File: config.mk
export PLATFORM = sky130hd
export DESIGN_NAME = systolic_ctrl
export DESIGN_NICKNAME = d
export VERILOG_FILES = /design/src/rtl/systolic_ctrl.sv
export SDC_FILE = /design/constraint.sdc
export NUM_CORES = 1
export LEC_CHECK = 0
export CORE_MARGIN = 10
export CORE_UTILIZATION = 56
export CTS_BUF_LIST = sky130_fd_sc_hd__clkbuf_4
export CTS_CLUSTER_DIAMETER = 60
export DETAILED_ROUTE_END_ITERATION = 16
export GPL_TIMING_DRIVEN = 0
export HOLD_SLACK_MARGIN = 0.12
export PLACE_DENSITY = 0.84
export SETUP_SLACK_MARGIN = 0.5
export SLEW_MARGIN = 20
export SYNTH_ARGS = -nofsm -noshare
export SYNTH_HDL_FRONTEND = slang
export SYNTH_SLANG_ARGS = --single-unit
File: constraint.sdc
create_clock -name clk_i -period 3.6 [get_ports clk_i]
set_input_delay 0.72 -clock clk_i [delete_from_list [all_inputs] [get_ports clk_i]]
set_output_delay 0.72 -clock clk_i [all_outputs]
set_load 0.05 [all_outputs]
File: src/rtl/systolic_ctrl.sv
// systolic_ctrl: buffers one weight matrix, programs it into a Size x Size
// weight-stationary systolic array, skews input vectors into the array rows
// and deskews the column outputs into one aligned, tagged result vector.
module systolic_ctrl #(
    parameter int DataSize = 16,
    parameter int Size     = 3
) (
    input  logic                     clk_i,
    input  logic                     rst_ni,
    input  logic                     w_valid_i,
    output logic                     w_ready_o,
    input  logic [DataSize*Size-1:0] w_data_i,
    input  logic                     x_valid_i,
    output logic                     x_ready_o,
    input  logic [DataSize*Size-1:0] x_data_i,
    output logic                     y_valid_o,
    output logic [DataSize*Size-1:0] y_data_o,
    output logic                     weights_loaded_o,
    output logic                     busy_o,
    output logic [DataSize*Size-1:0] arr_data_stream_o,
    output logic [DataSize*Size-1:0] arr_w_stream_o,
    output logic                     arr_set_w_o,
    input  logic [DataSize*Size-1:0] arr_y_stream_i
);

    localparam int CntW    = (Size > 1) ? $clog2(Size) : 1;
    localparam int FlightW = $clog2(2 * Size + 1);
    localparam logic [CntW-1:0] LastIdx = CntW'(Size - 1);

    typedef enum logic [2:0] {
        StEmpty,
        StCollect,
        StProgram,
        StReady,
        StDrain
    } state_e;

    state_e                     state_q, state_d;
    logic [CntW-1:0]            cnt_q, cnt_d;
    logic [DataSize*Size-1:0]   wbuf_q [Size];
    logic [FlightW-1:0]         inflight_q;
    logic [2*Size-1:0]          tag_q;
    logic                       x_accept;

    assign x_accept         = x_valid_i && x_ready_o;
    assign weights_loaded_o = (state_q == StReady) || (state_q == StDrain);
    assign busy_o           = ((state_q != StReady) && (state_q != StEmpty)) || (inflight_q != '0);
    assign y_valid_o        = tag_q[2*Size-1];

    // Controller state and the shared beat/program-row counter.
    always_ff @(posedge clk_i or negedge rst_ni) begin
        if (!rst_ni) begin
            state_q <= StEmpty;
            cnt_q   <= '0;
        end else begin
            state_q <= state_d;
            cnt_q   <= cnt_d;
        end
    end

    // Next state and handshake/array control; ready is never offered while programming or draining.
    always_comb begin
        state_d        = state_q;
        cnt_d          = cnt_q;
        w_ready_o      = 1'b0;
        x_ready_o      = 1'b0;
        arr_set_w_o    = 1'b0;
        arr_w_stream_o = '0;
        case (state_q)
            StEmpty: begin
                if (w_valid_i) state_d = StCollect;
            end
            StCollect: begin
                w_ready_o = 1'b1;
                if (w_valid_i) begin
                    if (cnt_q == LastIdx) begin
                        cnt_d   = '0;
                        state_d = StProgram;
                    end else begin
                        cnt_d = cnt_q + 1'b1;
                    end
                end
            end
            StProgram: begin
                arr_set_w_o    = 1'b1;
                arr_w_stream_o = wbuf_q[cnt_q];
                if (cnt_q == LastIdx) begin
                    cnt_d   = '0;
                    state_d = StReady;
                end else begin
                    cnt_d = cnt_q + 1'b1;
                end
            end
            StReady: begin
                x_ready_o = !w_valid_i;
                if (w_valid_i) state_d = StDrain;
            end
            StDrain: begin
                if (inflight_q == '0) state_d = StCollect;
            end
            default: state_d = StEmpty;
        endcase
    end

    // Weight buffer, one row per accepted beat, held until the next collection.
    always_ff @(posedge clk_i or negedge rst_ni) begin
        if (!rst_ni) begin
            for (int i = 0; i < Size; i++) wbuf_q[i] <= '0;
        end else if ((state_q == StCollect) && w_valid_i) begin
            wbuf_q[cnt_q] <= w_data_i;
        end
    end

    // Vectors between accept and result, so the matrix is never swapped under live data.
    always_ff @(posedge clk_i or negedge rst_ni) begin
        if (!rst_ni) begin
            inflight_q <= '0;
        end else begin
            case ({x_accept, y_valid_o})
                2'b10:   inflight_q <= inflight_q + 1'b1;
                2'b01:   inflight_q <= inflight_q - 1'b1;
                default: inflight_q <= inflight_q;
            endcase
        end
    end

    // Valid tag travels alongside the data through skew, array and deskew.
    always_ff @(posedge clk_i or negedge rst_ni) begin
        if (!rst_ni) tag_q <= '0;
        else         tag_q <= {tag_q[2*Size-2:0], x_accept};
    end

    for (genvar r = 0; r < Size; r++) begin : g_skew
        logic [DataSize-1:0] stage_q [r+1];

        // Row r input delayed r+1 cycles; idle cycles push zeros into the array.
        always_ff @(posedge clk_i or negedge rst_ni) begin
            if (!rst_ni) begin
                for (int j = 0; j <= r; j++) stage_q[j] <= '0;
            end else begin
                stage_q[0] <= x_accept ? x_data_i[(Size-r)*DataSize-1 -: DataSize] : '0;
                for (int j = 1; j <= r; j++) stage_q[j] <= stage_q[j-1];
            end
        end

        assign arr_data_stream_o[(Size-r)*DataSize-1 -: DataSize] = stage_q[r];
    end

    for (genvar c = 0; c < Size; c++) begin : g_deskew
        localparam int Depth = Size - c;
        logic [DataSize-1:0] stage_q [Depth];

        // Column c delayed Size-c cycles so every lane of a result lines up.
        always_ff @(posedge clk_i or negedge rst_ni) begin
            if (!rst_ni) begin
                for (int j = 0; j < Depth; j++) stage_q[j] <= '0;
            end else begin
                stage_q[0] <= arr_y_stream_i[(Size-c)*DataSize-1 -: DataSize];
                for (int j = 1; j < Depth; j++) stage_q[j] <= stage_q[j-1];
            end
        end

        assign y_data_o[(Size-c)*DataSize-1 -: DataSize] = stage_q[Depth-1];
    end

endmodule
=== Word level (Yosys, flattened, before mapping) ===
Cells that the tools add are included.

* Bitwise gates (word level): 1
* Add/subtract/negate cells: 3
* Equal/unequal tests: 14
* Multiplexer cells: 24
* Reduce and logical (&&, ||, !) cells: 15
* Magnitude comparators: 2

{| class="wikitable"
|+ Operator list
! cell !! number
|-
| 2-to-1 mux 48 bit || 4
|-
| bitwise mux 144 bit || 1
|-
| binary-select mux 48 bit (select 2 bit) || 1
|-
| demux 48 bit (select 2 bit) || 1
|-
| 2-to-1 mux 16 bit || 3
|-
| 2-to-1 mux 3 bit || 6
|-
| one-hot mux 3 bit (5 select lines) || 1
|-
| inequality test 2 bit, second input constant || 5
|-
| equality test 3 x 2 -> 1 bit, second input constant || 2
|-
| zero test 3 bit || 2
|-
| one-hot mux 3 bit (2 select lines) || 1
|-
| AND reduction 6 bit || 1
|-
| nonzero test 3 bit || 2
|-
| equality test 2 bit, second input constant || 2
|-
| logical AND 1 bit || 4
|-
| 2-to-1 mux 2 bit || 2
|-
| one-hot mux 2 bit (2 select lines) || 1
|-
| nonzero test 2 bit || 2
|-
| adder 3 x 1 -> 3 bit, second input constant || 1
|-
| equality test 3 x 1 -> 1 bit, second input constant || 1
|-
| equality test 3 bit, second input constant || 1
|-
| >= comparator 3 bit, second input constant || 1
|-
| less-than comparator 3 x 1 -> 1 bit, second input constant || 1
|-
| 2-to-1 mux 1 bit || 3
|-
| other kinds (9) || 10
|}

* Register bits: 350
* Output and inout bits: 150

=== Depth between registers and ports, before layout ===
Gate-level depths: netlist of run 1.

* Depth after elaboration: 6
* Mapped depth: 11
* Mapped depth without buffers: 9

=== Worst setup path before layout of run 1 ===
OpenSTA, ideal clock, no wires.

* Path kind: flip-flop to output port
* From: register state_q[2]
* To: output port arr_w_stream_o[38]
* Path buffers: 3
* Arrival: 2,051 ps
* Required time: 2,880 ps
* Path slack: 829 ps
* Stages on the path, launching flop included: 7
* Cells stage by stage: dfrtp_1 -> buf_2 -> nand2b_1 -> nand2b_1 -> buf_2 -> buf_2 -> a21oi_1

* Word-level cells in the longest chain between the ends: 2

{| class="wikitable"
|+ Ends and longest elaborated chain
! element !! line !! source
|-
| start, declared || 38 || <nowiki>state_e state_q, state_d;</nowiki>
|-
| start signal, assigned || 53 || <nowiki>state_q <= StEmpty;</nowiki>
|-
| start signal, assigned || 56 || <nowiki>state_q <= state_d;</nowiki>
|-
| equality test 3 x 2 -> 1 bit || 69 || <nowiki>case (state_q)</nowiki>
|-
| 2-to-1 mux 48 bit || 69 ||
|-
| end, declared || 21 || <nowiki>output logic [DataSize*Size-1:0] arr_w_stream_o,</nowiki>
|}

No other way between the ends.

=== Worst setup path after layout of run 1 ===
* From: register state_q[2]
* To: output port weights_loaded_o

* Word-level cells in the longest chain between the ends: 2
* Elaborated cells on any way between the ends: 3
* Classes of those cells: 2 x eq/ne; 1 x reduce/logical

{| class="wikitable"
|+ Ends and longest elaborated chain
! element !! line !! source
|-
| equality test 3 x 2 -> 1 bit / equality test 3 bit (equally long branches) || 46 || <nowiki>assign weights_loaded_o = (state_q == StReady) || (state_q == StDrain);</nowiki>
|-
| logical OR 1 bit * || 46 ||
|-
| end, declared || 18 || <nowiki>output logic weights_loaded_o,</nowiki>
|}

Mark *: on every way between the ends. The rest lies on a longest branch, timed or not.

==> flow_summary.yaml, run 1 <==
outcome:
  status: "completed"
clocking:
  cts_tree: "yes"
  root_buffer: "clkbuf_4"
  clockBufferDepth: 3
  clock-sinks: 350
  postCtsSetupRepairBufs: 0
  path_clk_slew_ns: 0.07
  htree_levels: 3
  clock_latency_ns: 0.69
  cts_buffers: 89
critical_path:
  cpPeakStageDelay_ns: 0.58
  crit_path_end_kind: "primary output"
  critical_path.top_delay_family: "buffers and inverters"
  cp.arrival_ns: 2.27
  worstPathRequired_ns: 2.88
  crit_fanout: 10
  crit_type: "flop to primary output"
  path_cells: "buf_4 > nand2b_4 > o21ai_0 > dlygate4sd2_1"
  start_kind: "flop"
  worst_path_max_delay_cell: "dlygate4sd2_1"
  crit_buf_inv: 2
layout:
  multi_input_area_sq_um: 3500
  n_fill_cell: 1415
  register_area_sq_um: 8760
  nets: 1440
  final_common_cell: "dfrtp_1"
  fin_cells: 1633
  utilization: 0.770
  layout-area-overhead-vs-synth_pct: 34.8
  fin_area_sq_um: 17500
  final_cell_mix: "350 x dfrtp_1, 243 x clkdlybuf4s50_1, 129 x clkbuf_4"
  drive_gt1_frac: 0.350
drt:
  drc: 0
  avgViaCountPerCell: 4.97
  routedWlPerCell_microns: 19.1
  vias: 8109
  final_antenna_net_count: 0
  first_iter_violations: 330
  drtPass1Iterations: 4
  wirelength_mm: 31.1
timing:
  worst_pin_slew_ns: 0.943
  slew_headroom: 0.366
  finalClockSkew_ns: 0.0528
  timing.final.crit_share: 0.830
  timing.fmax_mhz: 335
  rsz0062_at_grt: "no"
  maxSlewViolCount: 0
  hold_viol_final: 0
  setup_viol: 0
  min_period_ns: 2.99
power_and_ir_drop:
  sequentialPowerShare: 0.436
  p_int_w: 0.00854
  combPwrFrac: 0.308
  power.leakage_nw: 8.15
  ir_worst_vdd_mv: 0.435
  powerDensity_nw_per_um2: 707
  swShare: 0.309
  p_total_w: 0.0124
  p_sw_w: 0.00382
  clockPowerShare: 0.256
job:
  drv_cap: 0
yosys:
  synthMuxAreaShare: 0.163
  ys_seq_area_frac: 0.675
  synth_xor_area_frac: 0.00270
  syn_area_sq_um: 13000
  synth_fa_ha_area_frac: 0.00251
  synth.avg_cell_area_sq_um: 14.5
  synth_top_family_by_area: "multiplexers"
  synth_compound_area_frac: 0.0235
  yosys.area_share.simple: 0.0746
  yosysUniqueCellTypes: 37
  synthFlopType: "dfrtp_1"
  ys_warn_count: 0
  synth_edf_count: 0
  async_reset_ff_frac: 1.00
  netlist_instances: 897
  synth.ff_latch_count: 350
  syn_nets: 1047
die:
  die_w_microns: 172
  dieHeight_microns: 172
  dieArea_sq_um: 29600
  coreArea_sq_um: 22700
  rows: 55
  io-pin-count: 298
  start_util: 0.571
global_route:
  grt_pass1_wl_mm: 48.0
  grt_max_degree: 95
  grt_overflow: 0
  grtUsageTotal: 0.210
  antenna_found_initial: 4
  grt_pass1_vias: 9087
worst_hold_path:
  holdCritPathClass: "flop to flop"
place:
  gp_congestion: 0.820
  numPortBuffers: 297
  dp_hpwl_mm: 21.5
  dp.cells: 1483
  placed_area_sq_um: 16400
## worst reg2reg max path, stage by stage, from the launching register on
cell and delay [ns]:
dfrtp_1 0.47, inv_1 0.21, nor4_2 0.85, buf_2 0.33, inv_1 0.08, ha_1 0.21
inv_1 0.08, fa_1 0.19, xor2_1 0.15, nor2_1 0.07, xor2_1 0.15
## per-stage QoR
step | setup WS (ns) | hold slack [ns] | setup TNS (ns)
finish | 0.611 | 0.309 | 0
global placement | -12.64 | 0.331 | -4410.14
detailed placement | 0.124 | 0.335 | 0
global route | 0.495 | 0.304 | 0
CTS | 0.329 | 0.301 | 0
floorplan | 0.829 | 0.331 | 0
## cell families after synthesis
group / Yosys count
flip-flops: 350
buffers and inverters: 116
AO/OA/AOI/OAI: 58
XOR/XNOR: 4
AND/OR/NAND/NOR: 174
adder cells (fa/ha/maj): 2
multiplexers: 193
## state kept, by name, indices dropped and copies added (netlist names)
signal / count
wbuf_q: 144
g_deskew.stage_q: 64
g_skew.stage_q: 64
arr_data_stream_o: 32
y_data_o: 32
tag_q: 6
inflight_q: 3
state_q: 3
cnt_q: 2
## power by group through the flow
stage               registers, W  clock network [W]  logic [W]
floorplan                0.00538                  0    0.00268
global placement         0.00540                  0    0.00361
detailed placement       0.00545                  0    0.00374
CTS                      0.00539            0.00328    0.00378
global route             0.00550            0.00350    0.00411
finish                   0.00539            0.00316    0.00381
## worst paths after layout
path                            depth (start not counted)                            start  slack (ns)                              end
max in group asynchronous                               5                           rst_ni        1.71  g_skew[2].stage_q[19]$_DFF_PN0_
worst min-delay path                                    0  g_skew[2].stage_q[20]$_DFF_PN0_        0.31   arr_data_stream_o[4]$_DFF_PN0_
min in group asynchronous                               2                           rst_ni        0.51           wbuf_q[21]$_DFFE_PN0P_
worst max register to register                         10           state_q[0]$_DFFE_PN0P_        0.69        inflight_q[2]$_DFFE_PN0P_
worst min register to register                          0  g_skew[2].stage_q[20]$_DFF_PN0_        0.31   arr_data_stream_o[4]$_DFF_PN0_
worst max-delay path                                    4           state_q[2]$_DFFE_PN0P_        0.61                 weights_loaded_o
## cell usage after synthesis, types with 6 or more instances
cell      number  area [sq um]
clkbuf_1      14          52.6
a21oi_1       50           250
mux2i_1       49           490
or2_2         48           300
buf_4         67           503
buf_6          6          67.6
and2_1        48           300
buf_2         21           105
mux2_2       124          1400
inv_1          8          30.0
nand2_1       54           203
dfrtp_1      350          8760
mux2_1        20           225
## routing by layer
layer,vias up,routed length (microns),global-route usage,part of all wire
met5,-,0,0,0
met2,274,15900,0.355,0.51
met3,59,2880,0.0866,0.093
met4,0,967,0.104,0.031
li1,3752,-,-,-
met1,4024,11400,0.224,0.36
## cell type report
class,instances,area share
diodes,4,0.000573
flip-flops and latches,350,0.501
clock inverters,21,0.00745
inverters,8,0.00172
multi-input cells,431,0.201
clock buffers,124,0.0533
repair buffers,302,0.169
well taps,285,0.0204
plain buffers,108,0.0461
## what timing repair did
action,CTS,global route
hold endpoints to repair,29,0
gates cloned,0,0
hold buffers,1,0
setup endpoints to repair,52,45
gates resized for setup,298,40
pin swaps,0,0
(Power assumes the default switching activity.)
==> inputs of run 2 (changes only) <==
--- a/config.mk
+++ b/config.mk
@@ -6,13 +6,13 @@
 export NUM_CORES = 1
 export LEC_CHECK = 0
 export CORE_MARGIN = 10
-export CORE_UTILIZATION = 56
+export CORE_UTILIZATION = 47
 export CTS_BUF_LIST = sky130_fd_sc_hd__clkbuf_4
 export CTS_CLUSTER_DIAMETER = 60
 export DETAILED_ROUTE_END_ITERATION = 16
 export GPL_TIMING_DRIVEN = 0
 export HOLD_SLACK_MARGIN = 0.12
-export PLACE_DENSITY = 0.84
+export PLACE_DENSITY = 0.75
 export SETUP_SLACK_MARGIN = 0.5
 export SLEW_MARGIN = 20
 export SYNTH_ARGS = -nofsm -noshare
==> constraint.sdc (replaced) <==
create_clock -name clk_i -period 2.6 [get_ports clk_i]
set_input_delay 0.52 -clock clk_i [delete_from_list [all_inputs] [get_ports clk_i]]
set_output_delay 0.52 -clock clk_i [all_outputs]
set_load 0.05 [all_outputs]
==> flow_summary.yaml, run 2 (synthesized netlist as in run 1, its figures left out) <==
clocking:
  path_clk_slew_ns: 0.07
  clockBufferDepth: 3
  cts_buffers: 91
  cts_tree: "yes"
  root_buffer: "clkbuf_4"
  clock-sinks: 350
  clock_latency_ns: 0.73
  htree_levels: 3
drt:
  final_antenna_net_count: 0
  routedWlPerCell_microns: 19.3
  vias: 8451
  first_iter_violations: 345
  wirelength_mm: 33.8
  drc: 0
  avgViaCountPerCell: 4.82
  drtPass1Iterations: 4
power_and_ir_drop:
  ir_worst_vdd_mv: 0.517
  combPwrFrac: 0.384
  clockPowerShare: 0.237
  p_int_w: 0.0136
  powerDensity_nw_per_um2: 1010
  swShare: 0.319
  p_sw_w: 0.00636
  sequentialPowerShare: 0.379
  power.leakage_nw: 9.21
timing:
  setup_viol: 48
  setup_ws_ns: -0.0963
  timing.fmax_mhz: 371
  worst_pin_slew_ns: 0.583
  min_period_ns: 2.70
  timing.final.crit_share: 1.04
  finalClockSkew_ns: 0.0712
  slew_headroom: 0.611
  rsz0062_at_grt: "yes"
  maxSlewViolCount: 0
  hold_viol_final: 0
die:
  io-pin-count: 298
  die_w_microns: 186
  start_util: 0.480
  dieHeight_microns: 186
  rows: 60
  dieArea_sq_um: 34600
  coreArea_sq_um: 27000
critical_path:
  worstReg2RegEnd: "wbuf_q[31]$_DFFE_PN0P_"
  reg2reg_slack_ns: 0.31
  cp.arrival_ns: 2.18
  path_cells: "buf_6 > nand2b_4 > nand2b_4 > buf_12 > clkbuf_16 > a21oi_4 > buf_6"
  cp.depth: 7
  crit_buf_inv: 4
  crit_fanout: 6
  critPathCapture: "arr_w_stream_o[8]"
  timing.rr.start: "state_q[2]$_DFFE_PN0P_"
  critical_path.top_delay_family: "buffers and inverters"
  start_kind: "flop"
  crit_type: "flop to primary output"
  worstPathRequired_ns: 2.08
  cpPeakStageDelay_ns: 0.40
  crit_path_end_kind: "primary output"
  crit_start: "state_q[2]$_DFFE_PN0P_"
  worstRegToRegCells: 10
  worst_path_max_delay_cell: "dfrtp_1"
layout:
  layout_top_registers: "wbuf_q (144), g_deskew.stage_q (64), g_skew.stage_q (64)"
  largest-register: "wbuf_q"
  register_area_sq_um: 8760
  layout-area-overhead-vs-synth_pct: 51.9
  fin_area_sq_um: 19700
  fin_cells: 1752
  drive_gt1_frac: 0.522
  multi_input_area_sq_um: 4560
  final_common_cell: "dfrtp_1"
  final_cell_mix: "349 x dfrtp_1, 146 x clkdlybuf4s50_1, 145 x clkbuf_4"
  nets: 1490
  n_fill_cell: 1821
  largest_register_ffs: 144
worst_hold_path:
  holdCritPathClass: "input pin to flop"
global_route:
  grt_pass1_vias: 9099
  grt_overflow: 0
  grt_max_degree: 93
  antenna_found_initial: 5
  grtUsageTotal: 0.185
  grt_pass1_wl_mm: 49.3
outcome:
  violations: "setup timing"
  status: "complete, but fails checks"
place:
  numPortBuffers: 297
  placed_area_sq_um: 17100
  dp.cells: 1539
  gp_congestion: 0.762
  dp_hpwl_mm: 21.8
job:
  drv_cap: 0
-- run 2: cell count changes in the layout (fill, tap and decap cells not counted), sizes merged --
cell	delta
clkdlybuf4s15	+26
buf	+112
dlygate4sd2	-3
bufinv	-1
clkdlybuf4s50	-97
diode	-1
clkbuf	+30
clkinv	-4
clkinvlp	+1
-- run 2: area by class of cell --
cell class                      count  share of cell area
Sequential cell                   350               0.445
Multi-Input combinational cell    431               0.231
Timing Repair Buffer              350               0.185
Buffer                            108              0.0558
Clock buffer                      144              0.0549
Tap cell                          341              0.0217
Clock inverter                     17             0.00495
Inverter                            8             0.00184
Antenna cell                        3            0.000381
-- run 2: routing by layer --
metal | global-route usage | routed length, microns
met5 | 0 | 23
met4 | 0.0748 | 685
met1 | 0.206 | 13100
met3 | 0.0731 | 2640
met2 | 0.310 | 17300
-- run 2: what timing repair did --
| action | in CTS | in global routing |
|---|---|---|
| endpoints found under the hold margin | 136 | 0 |
| hold buffers | 1 | 0 |
| pin swaps | 7 | 45 |
| cloned | 1 | 12 |
| endpoints found under the setup margin | 155 | 115 |
| buffers inserted | 18 | 17 |
| gates resized for setup | 797 | 219 |
-- run 2: worst min-delay path by stage --
stage                                   endpoint  slack, ns                       startpoint  depth (start not counted)
6_report       g_deskew[0].stage_q[47]$_DFF_PN0_       0.22               arr_y_stream_i[47]                          1
5_1_grt        g_deskew[1].stage_q[26]$_DFF_PN0_       0.14               arr_y_stream_i[26]                          1
4_1_cts        g_deskew[1].stage_q[27]$_DFF_PN0_       0.15               arr_y_stream_i[27]                          1
3_5_place_dp     arr_data_stream_o[15]$_DFF_PN0_       0.33  g_skew[2].stage_q[31]$_DFF_PN0_                          0
3_3_place_gp      arr_data_stream_o[0]$_DFF_PN0_       0.33  g_skew[2].stage_q[16]$_DFF_PN0_                          0
2_1_floorplan     arr_data_stream_o[0]$_DFF_PN0_       0.22                           rst_ni                          0
-- run 2: power by group through the flow --
stage                     registers [W]  clock network [W]  logic [W]
after floorplan                 0.00745                  0    0.00426
after global placement          0.00748                  0    0.00561
after detailed placement        0.00753                  0    0.00574
after CTS                       0.00743            0.00490    0.00627
after global routing            0.00771            0.00521    0.00819
final                           0.00756            0.00474    0.00768
-- run 2: stage by stage --
stage           util  setup TNS (ns)  setup WS, ns  hold slack (ns)  total power (W)
4_1_cts        0.690           -4.83        -0.120            0.149           0.0186
5_1_grt        0.729           -7.14        -0.175            0.143           0.0211
3_5_place_dp   0.631          -23.66        -0.627            0.335           0.0133
6_report       0.729           -2.71       -0.0963            0.218           0.0200
2_1_floorplan      -               0         0.363            0.224           0.0117
3_3_place_gp   0.627        -4842.87        -13.81            0.331           0.0131
==> inputs of run 3 (changes only) <==
--- a/config.mk
+++ b/config.mk
@@ -18,3 +18,4 @@
 export SYNTH_ARGS = -nofsm -noshare
 export SYNTH_HDL_FRONTEND = slang
 export SYNTH_SLANG_ARGS = --single-unit
+export TNS_END_PERCENT = 5
==> flow_summary.yaml, run 3 (synthesized netlist as in run 1, its figures left out) <==
die:
  coreArea_sq_um: 27000
  die_w_microns: 186
  start_util: 0.480
  dieHeight_microns: 186
  io-pin-count: 298
  dieArea_sq_um: 34600
  rows: 60
global_route:
  grtUsageTotal: 0.182
  antenna_found_initial: 4
  grt_max_degree: 104
  grt_pass1_wl_mm: 48.6
  grt_overflow: 0
  grt_pass1_vias: 8827
clocking:
  root_buffer: "clkbuf_4"
  path_clk_slew_ns: 0.07
  clock_latency_ns: 0.71
  cts_tree: "yes"
  clock-sinks: 350
  clockBufferDepth: 3
  htree_levels: 3
  cts_buffers: 90
power_and_ir_drop:
  sequentialPowerShare: 0.408
  ir_worst_vdd_mv: 0.477
  swShare: 0.315
  p_int_w: 0.0125
  p_total_w: 0.0183
  combPwrFrac: 0.349
  clockPowerShare: 0.243
  power.leakage_nw: 8.59
  powerDensity_nw_per_um2: 984
  p_sw_w: 0.00576
timing:
  timing.final.crit_share: 1.02
  hold_viol_final: 0
  maxSlewViolCount: 0
  finalClockSkew_ns: 0.0539
  slew_headroom: 0.611
  worst_pin_slew_ns: 0.579
  timing.fmax_mhz: 377
  rsz0062_at_grt: "yes"
  setup_ws_ns: -0.0539
  min_period_ns: 2.65
  setup_viol: 47
drt:
  avgViaCountPerCell: 4.80
  routedWlPerCell_microns: 18.3
  wirelength_mm: 31.3
  vias: 8229
  first_iter_violations: 401
  drc: 0
  drtPass1Iterations: 4
  final_antenna_net_count: 0
layout:
  drive_gt1_frac: 0.474
  final_cell_mix: "348 x dfrtp_1, 146 x clkdlybuf4s50_1, 140 x buf_4"
  layout-area-overhead-vs-synth_pct: 43.4
  nets: 1459
  n_fill_cell: 2003
  fin_area_sq_um: 18600
  layout_top_registers: "wbuf_q (144), g_deskew.stage_q (64), g_skew.stage_q (64)"
  final_common_cell: "dfrtp_1"
  largest-register: "wbuf_q"
  largest_register_ffs: 144
  utilization: 0.688
worst_hold_path:
  holdCritPathClass: "input pin to flop"
critical_path:
  worst_path_max_delay_cell: "dfrtp_1"
  crit_fanout: 4
  start_kind: "flop"
  crit_type: "flop to primary output"
  worstPathRequired_ns: 2.08
  crit_path_end_kind: "primary output"
  cp.arrival_ns: 2.13
  path_cells: "buf_6 > nand2b_4 > nand2b_4 > buf_12 > buf_12 > a21oi_4 > buf_6"
  cpPeakStageDelay_ns: 0.39
job:
  drv_cap: 0
outcome:
  violations: "setup timing"
  status: "complete, but fails checks"
place:
  placed_area_sq_um: 16700
  dp_hpwl_mm: 21.1
  gp_congestion: 0.765
  numPortBuffers: 297
run 3: path summary, 6_finish.rpt:
| check | from | to | slack, ns | depth (start not counted) |
|---|---|---|---|---|
| worst max-delay path | state_q[2]$_DFFE_PN0P_ | arr_w_stream_o[0] | -0.05 | 7 |
| worst min-delay path | arr_y_stream_i[3] | g_deskew[2].stage_q[3]$_DFF_PN0_ | 0.25 | 1 |
| worst max register to register | state_q[2]$_DFFE_PN0P_ | inflight_q[2]$_DFFE_PN0P_ | 0.24 | 12 |
| worst min register to register | g_deskew[0].stage_q[32]$_DFF_PN0_ | g_deskew[0].stage_q[16]$_DFF_PN0_ | 0.33 | 0 |
| max in group asynchronous | rst_ni | arr_data_stream_o[13]$_DFF_PN0_ | 0.93 | 4 |
| min in group asynchronous | rst_ni | wbuf_q[24]$_DFFE_PN0P_ | 0.32 | 2 |
run 3: cell type report:
cell class | count | area, sq um | area share
multi-input combinational | 431 | 3960 | 0.213
tap | 341 | 427 | 0.0229
sequential | 350 | 8760 | 0.471
clock inverter | 21 | 111 | 0.00599
antenna | 3 | 7.51 | 0.000404
buffer | 108 | 972 | 0.0523
inverter | 8 | 32.5 | 0.00175
timing repair buffer | 320 | 3330 | 0.179
clock buffer | 132 | 991 | 0.0533
run 3: power by group through the flow:
stage,combinational [W],clock [W],sequential (W)
floorplan,0.00390,0,0.00745
global placement,0.00524,0,0.00748
detailed placement,0.00537,0,0.00753
CTS,0.00599,0.00464,0.00743
global route,0.00686,0.00498,0.00762
finish,0.00638,0.00445,0.00746
run 3: per-stage QoR:
stage | TNS (ns) | hold WS, ns | std cells | setup slack (ns)
final | -1.32 | 0.250 | 1714 | -0.0539
after global routing | -6.08 | 0.176 | 1714 | -0.152
after CTS | -4.67 | 0.161 | 1706 | -0.119
after detailed placement | -20.41 | 0.335 | 1538 | -0.690
after global placement | -4811.55 | 0.331 | 1535 | -13.73
after floorplan | 0 | 0.224 | 897 | 0.317
run 3: timing repair:
| item | in CTS | in global routing |
|---|---|---|
| setup buffers | 9 | 2 |
| endpoints found under the setup margin | 175 | 58 |
| pin swaps | 1 | 21 |
| hold buffers | 1 | 0 |
| cloned | 5 | 3 |
| resized for setup | 626 | 64 |
| endpoints found under the hold margin | 45 | 0 |
run 3: worst max-delay path, delay by kind of cell (launching register included):
kind                   cells  cell delay [ns]
buffers and inverters      4             0.60
DFF                        1             0.39
and+or+nand+nor            2             0.32
AOI/OAI and AO/OA          1             0.15
run 3: routing by layer:
metal  track usage  vias to the layer above  part of all wire
li1              -                     3808                 -
met1         0.207                     4118              0.38
met2         0.309                      254              0.52
met3        0.0706                       47             0.082
met4        0.0564                        2             0.016
met5             0                        -           0.00029
